===== src/rtl/bcd_capture_pkg.sv =====
// Shared types, constants and digit helpers for the BCD capture block.
package bcd_capture_pkg;

    localparam int BCD_W             = 4;
    localparam int ERR_W             = 3;
    localparam int STABLE_CYCLES_DEF = 4;

    localparam int ERR_ILLEGAL = 0;
    localparam int ERR_SKIP    = 1;
    localparam int ERR_OVERRUN = 2;

    typedef logic [BCD_W-1:0] bcd_t;

    localparam bcd_t BCD_MAX = bcd_t'(9);

    function automatic logic is_digit(bcd_t v);
        return v <= BCD_MAX;
    endfunction

    function automatic bcd_t next_digit(bcd_t v);
        return (v == BCD_MAX) ? bcd_t'(0) : v + bcd_t'(1);
    endfunction

endpackage


===== src/rtl/bcd_capture_if.sv =====
// Result/handshake bundle between the capture block and its consumer.
interface bcd_capture_if;
    import bcd_capture_pkg::*;

    bcd_t             digit_o;
    bcd_t             tens_o;
    logic             valid_o;
    logic             ready_i;
    logic             carry_o;
    logic [ERR_W-1:0] err_o;
    logic             ovf_o;

    modport master (
        output digit_o, tens_o, valid_o, carry_o, err_o, ovf_o,
        input  ready_i
    );

    modport slave (
        input  digit_o, tens_o, valid_o, carry_o, err_o, ovf_o,
        output ready_i
    );

endinterface


===== src/rtl/bcd_capture_sync2.sv =====
// Two-flop synchronizer; each bit resolves independently, both stages visible.
module bcd_sync2 #(
    parameter int W = 4
) (
    input  logic         clk_i,
    input  logic         rst_i,
    input  logic [W-1:0] d,
    output logic [W-1:0] q_p0,
    output logic [W-1:0] q_p1
);

    always_ff @(posedge clk_i or posedge rst_i) begin
        if (rst_i) begin
            q_p0 <= '0;
            q_p1 <= '0;
        end else begin
            q_p0 <= d;
            q_p1 <= q_p0;
        end
    end

endmodule


===== src/rtl/bcd_capture.sv =====
// Captures an asynchronous ripple-counter BCD digit: synchronize, debounce,
// commit new digits, count decade wraps and flag anomalies.
module bcd_capture
    import bcd_capture_pkg::*;
#(
    parameter int STABLE_CYCLES = STABLE_CYCLES_DEF
) (
    input  logic          clk_i,
    input  logic          rst_i,
    input  logic [BCD_W-1:0] bcd_i,
    input  logic          clr_i,
    bcd_capture_if.master cap
);

    localparam logic [3:0] CNT_SAT  = 4'(STABLE_CYCLES);
    localparam logic [3:0] CNT_EVAL = 4'(STABLE_CYCLES - 1);

    bcd_t             sync_p0;
    bcd_t             sync_p1;
    logic [3:0]       stab_cnt;
    bcd_t             digit;
    bcd_t             tens;
    logic             valid;
    logic             carry;
    logic             ovf;
    logic [ERR_W-1:0] err;

    logic changing;
    logic stable;
    logic legal;
    logic commit;
    logic wrap;
    logic skip;

    bcd_sync2 #(.W(BCD_W)) u_sync (
        .clk_i (clk_i),
        .rst_i (rst_i),
        .d     (bcd_i),
        .q_p0  (sync_p0),
        .q_p1  (sync_p1)
    );

    // Stability filter. The first stage predicts the next synchronized value,
    // so the counter clears on the same edge the synchronized value changes.
    assign changing = (sync_p0 != sync_p1);
    assign stable   = !changing && (stab_cnt == CNT_EVAL);

    always_ff @(posedge clk_i or posedge rst_i) begin
        if (rst_i) begin
            stab_cnt <= '0;
        end else if (changing) begin
            stab_cnt <= '0;
        end else if (stab_cnt != CNT_SAT) begin
            stab_cnt <= stab_cnt + 4'd1;
        end
    end

    // Commit decision on the filtered value.
    assign legal  = is_digit(sync_p1);
    assign commit = stable && legal && (sync_p1 != digit);
    assign wrap   = commit && (digit == BCD_MAX) && (sync_p1 == bcd_t'(0));
    assign skip   = commit && (sync_p1 != next_digit(digit));

    always_ff @(posedge clk_i or posedge rst_i) begin
        if (rst_i) begin
            digit <= '0;
            tens  <= '0;
            valid <= 1'b0;
            carry <= 1'b0;
            err   <= '0;
            ovf   <= 1'b0;
        end else if (clr_i) begin
            digit <= legal ? sync_p1 : bcd_t'(0);
            tens  <= '0;
            valid <= 1'b0;
            carry <= 1'b0;
            err   <= '0;
            ovf   <= 1'b0;
        end else begin
            carry <= wrap;
            if (stable && !legal) begin
                err[ERR_ILLEGAL] <= 1'b1;
            end
            if (commit) begin
                digit <= sync_p1;
                valid <= 1'b1;
                if (skip) begin
                    err[ERR_SKIP] <= 1'b1;
                end
                if (valid && !cap.ready_i) begin
                    err[ERR_OVERRUN] <= 1'b1;
                end
            end else if (cap.ready_i) begin
                valid <= 1'b0;
            end
            if (wrap) begin
                tens <= next_digit(tens);
                if (tens == BCD_MAX) begin
                    ovf <= 1'b1;
                end
            end
        end
    end

    assign cap.digit_o = digit;
    assign cap.tens_o  = tens;
    assign cap.valid_o = valid;
    assign cap.carry_o = carry;
    assign cap.err_o   = err;
    assign cap.ovf_o   = ovf;

endmodule


===== src/flat_wrapper.sv =====
// flat-port wrapper written by rule: the top's interface ports become plain ports
module bcd_capture_flat import bcd_capture_pkg::*;
#(
    parameter int STABLE_CYCLES = STABLE_CYCLES_DEF
)
  (clk_i, rst_i, bcd_i, clr_i, cap_digit_o, cap_tens_o, cap_valid_o, cap_carry_o, cap_err_o, cap_ovf_o, cap_ready_i);
  bcd_capture_if cap_i ();
  input  logic clk_i;
  input  logic rst_i;
  input  logic [BCD_W-1:0] bcd_i;
  input  logic clr_i;
  output wire logic [$bits(cap_i.digit_o)-1:0] cap_digit_o;
  output wire logic [$bits(cap_i.tens_o)-1:0] cap_tens_o;
  output wire logic [$bits(cap_i.valid_o)-1:0] cap_valid_o;
  output wire logic [$bits(cap_i.carry_o)-1:0] cap_carry_o;
  output wire logic [$bits(cap_i.err_o)-1:0] cap_err_o;
  output wire logic [$bits(cap_i.ovf_o)-1:0] cap_ovf_o;
  input wire logic [$bits(cap_i.ready_i)-1:0] cap_ready_i;
  assign cap_digit_o = cap_i.digit_o;
  assign cap_tens_o = cap_i.tens_o;
  assign cap_valid_o = cap_i.valid_o;
  assign cap_carry_o = cap_i.carry_o;
  assign cap_err_o = cap_i.err_o;
  assign cap_ovf_o = cap_i.ovf_o;
  assign cap_i.ready_i = cap_ready_i;
  bcd_capture #(.STABLE_CYCLES(STABLE_CYCLES)) u_core (.clk_i(clk_i), .rst_i(rst_i), .bcd_i(bcd_i), .clr_i(clr_i), .cap(cap_i));
endmodule

===== config.mk =====
export PLATFORM = sky130hd
export DESIGN_NAME = bcd_capture_flat
export DESIGN_NICKNAME = d
export VERILOG_FILES = /design/src/rtl/bcd_capture_pkg.sv /design/src/rtl/bcd_capture_if.sv /design/src/rtl/bcd_capture_sync2.sv /design/src/rtl/bcd_capture.sv /design/src/flat_wrapper.sv
export SDC_FILE = /design/constraint.sdc
export NUM_CORES = 1
export LEC_CHECK = 0
export CORE_ASPECT_RATIO = 2
export CORE_MARGIN = 2
export CORE_UTILIZATION = 50
export CTS_CLUSTER_SIZE = 40
export DETAILED_ROUTE_END_ITERATION = 7
export PLACE_DENSITY = 0.82
export SYNTH_ARGS = -nofsm -noshare
export SYNTH_HDL_FRONTEND = slang
export SYNTH_SLANG_ARGS = --single-unit

===== constraint.sdc =====
create_clock -name clk_i -period 2.1 [get_ports clk_i]
set_input_delay 0.63 -clock clk_i [delete_from_list [all_inputs] [get_ports clk_i]]
set_output_delay 0.63 -clock clk_i [all_outputs]
set_load 0.005 [all_outputs]

==> metrics, run 1 <==
PnR Total Power 0.9758 mW; hold path start u_core.u_sync.q_p0[2]; CP Buf/Inv Count 1; Die H 77.04 um; sequential area share after synthesis 48.78%; CP peak stage delay 560 ps; num ports 22; post-synth top area share 48.78%; Post-synth EDFFs 0; Yosys warning count 0; initial core utilization 52.56%; share of flip-flops with an asynchronous set or reset 100.0%; Horiz. Die Dim 40.52 um; crit path DAT 1320 ps; maxcap violations 0; # rows 26; Mapped Cells 126; number of global-route vias before repair 1,013; CTS root buf clkbuf_8; post-DP HPWL 1.992 mm; nature of the critical path endpoint output port; Worst-path clk slew 90 ps; vias per cell 5.648; Final Hold Vio Count 0; power per cell area 606.9 mW/mm^2; clk buf depth 2; setup TNS 0 ps; Crit path required time 1470 ps; synthesized net count 138; Post-DRT Antenna Nets 0; top-count cell post-synth dfrtp_1; Synth-to-Final Area Change 20.54%; core footprint 0.002537 mm^2; relative slew slack 75.74%; worst-path maximum fanout 7; Hold-fix buffers, CTS 0; Post-CTS Setup Inserts 0; crit path cell chain clkdlybuf4s50_1; biggest area consumer among synthesized cells dfrtp_1; fin. max-slew vios 0; VDD IR max 0.3692 mV; cts bufs inserted 3; synthesized area per cell 10.59 um^2; top post-synthesis cells by count dfrtp_1, nor2_1, inv_1; Worst-Margin Slew 362.7 ps; Worst Skew 3.271 ps; worst setup path start u_core.cap.digit_o[0]; routed wirelength normalized by instance count 15.02 um; RSZ-0062 raised after global routing false; Die Footprint 0.003122 mm^2; CTS resizes 0; register bit count reported by yosys 26; layout cells sized above 1 8.784%; Final Critical Period 1955 ps; Slowest cell on crit path clkdlybuf4s50_1; Most used DFF post-synth dfrtp_1; DR DRC count 0; Synth Cell Area 0.001334 mm^2; GRT overflow 0; Yosys cell types 38; vias 994; GPL Wtd Cong 0.7693; Worst path top cell family by delay buffers and inverters; Max Fclk 511.5 MHz; status completed; dominant cells by area after synthesis dfrtp_1, ha_1, xnor2_1; clock sinks 26; critical path class reg -> out; CTS tree built; Nets 161; crit path launch type flop; First-pass DRT Iterations 4; Clk Latency, worst-skew pair 270 ps; endpoints failing setup 0; initial antenna violation count 0; CTS HTree Levels 1; initial DRC count 10; fin crit share 93.09%; largest net degree at the start of global routing 27; ANT cells 0; worst hold path type reg -> reg; Buffers on Ports 21; reg2reg start u_core.cap.digit_o[1]; Lkg Pwr 0.6743 nW; Global Route Usage Sum 20.01%; first-pass GRT wire length 4.422 mm; routed wire length 2.643 mm
report_power, final:
part	total (mW)	internal, mW	switching, mW
Combinational	0.112	0.0588	0.0528
Sequential	0.542	0.515	0.0269
Clock	0.322	0.168	0.154
per-layer routing:
metal	track usage, %	routed length (um)	vias up
met5	0	0	-
met4	9.000	47	0
met3	1.734	46	4
met2	35.40	1508	11
met1	21.58	1040	490
li1	-	-	489
final timing paths:
| check | end | depth (start not counted) | slack, ps |
|---|---|---|---|
| worst max-delay path | cap_digit_o[0] | 1 | 150 |
| worst min-delay path | u_core.u_sync.q_p1[2] | 0 | 400 |
| worst max register to register | u_core.cap.digit_o[0] | 5 | 220 |
| worst min register to register | u_core.u_sync.q_p1[2] | 0 | 400 |
| max in group asynchronous | u_core.cap.digit_o[1] | 3 | 1150 |
| min in group asynchronous | u_core.cap.tens_o[0] | 3 | 700 |
state kept, by name (all words and copies together) (netlist names):
| signal | flops |
|---|---|
| u_core.cap.ovf_o | 1 |
| u_core.u_sync.q_p1 | 4 |
| u_core.stab_cnt | 4 |
| u_core.cap.digit_o | 4 |
| u_core.u_sync.q_p0 | 4 |
| u_core.cap.err_o | 3 |
| u_core.cap.carry_o | 1 |
| u_core.cap.tens_o | 4 |
| u_core.cap.valid_o | 1 |
layout make-up:
cell class,count,area [um^2]
clock buffer,4,55.05
fill,211,929.6
inverter,8,30.03
multi-input combinational,87,611.8
sequential,26,650.6
tap,28,35.03
timing repair buffer,23,225.2
kinds of logic (layout without fill, tap and decap cells):
logic type / Yosys count / in the layout / synth area share [%]
AOI/OAI and AO/OA: 26 / 26 / 12.57
buffers and inverters: 13 / 35 / 5.347
and+or+nand+nor: 44 / 44 / 20.73
adders and majority gates: 4 / 4 / 3.752
muxes: 3 / 3 / 2.251
DFF: 26 / 26 / 48.78
xor gates and xnor gates: 10 / 10 / 6.566
through the flow:
step | util [%] | worst slack (ps) | cell area (um^2) | hold slack [ps] | std cells
4_1_cts | 63.36 | 138.0 | 1608 | 404.9 | 176
2_1_floorplan | - | 383.8 | 1334 | 372.7 | 126
5_1_grt | 63.36 | 74.99 | 1608 | 417.0 | 176
3_5_place_dp | 61.19 | 260.4 | 1553 | 385.4 | 172
6_report | 63.36 | 145.1 | 1608 | 402.5 | 176
3_3_place_gp | 61.19 | 295.0 | 1553 | 376.4 | 172
cell usage in the layout, fill, tap and decap left out, drive strengths merged, types with 4 or more instances in the layout:
cell type,count
a21oi,7
ha,4
clkdlybuf4s50,21
o21ai,7
nand2b,4
xor2,5
inv,8
dfrtp,26
nor2,9
xnor2,5
clkbuf,4
nand3,5
nand2,5
Power figures use the tool's default switching activity.
==> run 2: changes to the inputs <==
- RECOVER_POWER: not set -> 25
==> run 2 against run 1 <==
- final cell count is the same
- clock power about the same
- sequential share of layout area up 0.063 points
- total power down 0.26%
- sequential power is essentially flat
- critical endpoint unchanged
- largest power group unchanged
==> metrics, run 2 (synthesis gave the netlist of run 1 again) <==
fin crit share 93.09% (unchanged); clock sinks 26 (unchanged); critical path class reg -> out; initial DRC count 10 (unchanged); GPL Wtd Cong 0.7693 (unchanged); VDD IR max 0.3683 mV (-0.24%); vias per cell 5.648 (unchanged); status completed; DR DRC count 0 (unchanged); power per cell area 606.3 mW/mm^2 (-0.10%); Hold Path End u_core.u_sync.q_p1[2]; Die H 77.04 um (unchanged); maxcap violations 0 (unchanged); post-DP HPWL 1.992 mm (unchanged); routed wirelength normalized by instance count 15.00 um (-0.11%); Nets 161 (unchanged); Post-CTS Setup Inserts 0 (unchanged); RSZ-0062 raised after global routing false; Global Route Usage Sum 20.01% (unchanged); Buffers on Ports 21 (unchanged); CTS HTree Levels 1 (unchanged); nature of the critical path endpoint output port; hold path start u_core.u_sync.q_p0[2]; FILL cells 210 (-0.47%); reg2reg start u_core.cap.digit_o[1]; routed wire length 2.640 mm (-0.11%); Finished Layout Cells 176 (unchanged); first-pass GRT wire length 4.422 mm (unchanged); Worst Skew 3.271 ps (unchanged); Place WS 260.4 ps (unchanged); CP Buf/Inv Count 1 (unchanged); CTS resizes 0 (unchanged); Post-DRT Antenna Nets 0 (unchanged); Crit path required time 1470 ps (about the same); endpoints failing setup 0 (unchanged); Max Fclk 511.5 MHz (unchanged); worst setup path start u_core.cap.digit_o[0]; fin. max-slew vios 0 (unchanged); CTS root buf clkbuf_8; initial core utilization 52.56% (unchanged); setup TNS 0 ps (unchanged); clk buf depth 2 (unchanged); Post-Place Cells 172 (unchanged); Lkg Pwr 0.6749 nW (about the same); cts bufs inserted 3 (unchanged); reg2reg path depth 5 (unchanged); WHS 402.5 ps (unchanged); worst-path maximum fanout 7 (unchanged); initial antenna violation count 0 (unchanged); Clk Latency, worst-skew pair 270 ps (about the same); Synth-to-Final Area Change 20.36%; worst hold path type reg -> reg; CTS tree built; vias 994 (unchanged); CP peak stage delay 560 ps (about the same); most frequent cells in the layout dfrtp_1, clkdlybuf4s50_1, nor2_1; core footprint 0.002537 mm^2 (unchanged); Final Hold Vio Count 0 (unchanged); Final Critical Period 1955 ps (unchanged); # rows 26 (unchanged); Slowest cell on crit path clkdlybuf4s50_1; First-pass DRT Iterations 4 (unchanged); crit path cell chain clkdlybuf4s50_1; crit path DAT 1320 ps (about the same); layout cells sized above 1 8.784% (unchanged); Worst path top cell family by delay buffers and inverters; Worst-path clk slew 90 ps (about the same); ANT cells 0 (unchanged); PnR worst setup slack 145.1 ps (unchanged); Worst-Margin Slew 637.6 ps (+274.9 ps); worst reg2reg endpoint u_core.cap.digit_o[0]; crit path launch type flop; R2R Setup Slk 220 ps (about the same); relative slew slack 57.49% (-18 points); hold path cells 0 (unchanged); number of global-route vias before repair 1,013 (unchanged); Horiz. Die Dim 40.52 um (unchanged); Die Footprint 0.003122 mm^2 (unchanged); most common cell after layout, fill and taps aside dfrtp_1; Hold-fix buffers, CTS 0 (unchanged); GRT overflow 0 (unchanged); largest net degree at the start of global routing 27 (unchanged); num ports 22 (unchanged)
run 2: cell count changes in the layout (fill, tap and decap cells not counted):
| cell | before | now |
|---|---|---|
| dlygate4sd3_1 | 0 | 5 |
| clkdlybuf4s50_1 | 21 | 16 |
| clkbuf_2 | 0 | 1 |
| buf_4 | 2 | 1 |
run 2: per-stage QoR:
stage	util, %	total power, mW	cell area (um^2)
floorplan	-	0.6219	1334
global placement	61.19	0.6578	1553
detailed placement	61.19	0.6635	1553
finish	63.26	0.9733	1605
global route	63.26	1.020	1605
CTS	63.36	0.9826	1608
run 2: worst max path at each step:
stage,cells after the start,endpoint,slack (ps)
after floorplan,5,u_core.cap.digit_o[2],380
after global placement,4,u_core.cap.ovf_o,290
after detailed placement,3,u_core.cap.digit_o[1],260
after CTS,1,cap_digit_o[0],140
after global routing,1,cap_digit_o[1],70
final,1,cap_digit_o[0],150
run 2: area by class of cell:
cell class	instances	area (um^2)	area share, %
Clock buffer	4	55.05	3.429
Inverter	8	30.03	1.871
Multi-Input combinational cell	87	611.8	38.11
Sequential cell	26	650.6	40.53
Tap cell	28	35.03	2.182
Timing Repair Buffer	23	222.7	13.87
run 2: per-layer routing:
metal | wire length [um] | vias up | global-route usage, % | share of wire [%]
li1 | - | 489 | - | -
met1 | 1041 | 490 | 21.58 | 39
met3 | 46 | 4 | 1.734 | 1.7
met5 | 0 | - | 0 | 0
met4 | 47 | 0 | 9.000 | 1.8
met2 | 1505 | 11 | 35.40 | 57
run 2: where the power goes:
group / internal (mW) / total [mW] / switching, mW
Clock: 0.168 / 0.322 / 0.154
Combinational: 0.0563 / 0.109 / 0.0528
Sequential: 0.515 / 0.542 / 0.0269
==> run 3: changes to the inputs <==
- SLEW_MARGIN: not set -> 20
==> results of run 3 <==
Same layout as run 2: the final DEF is identical, and so are final timing and power.
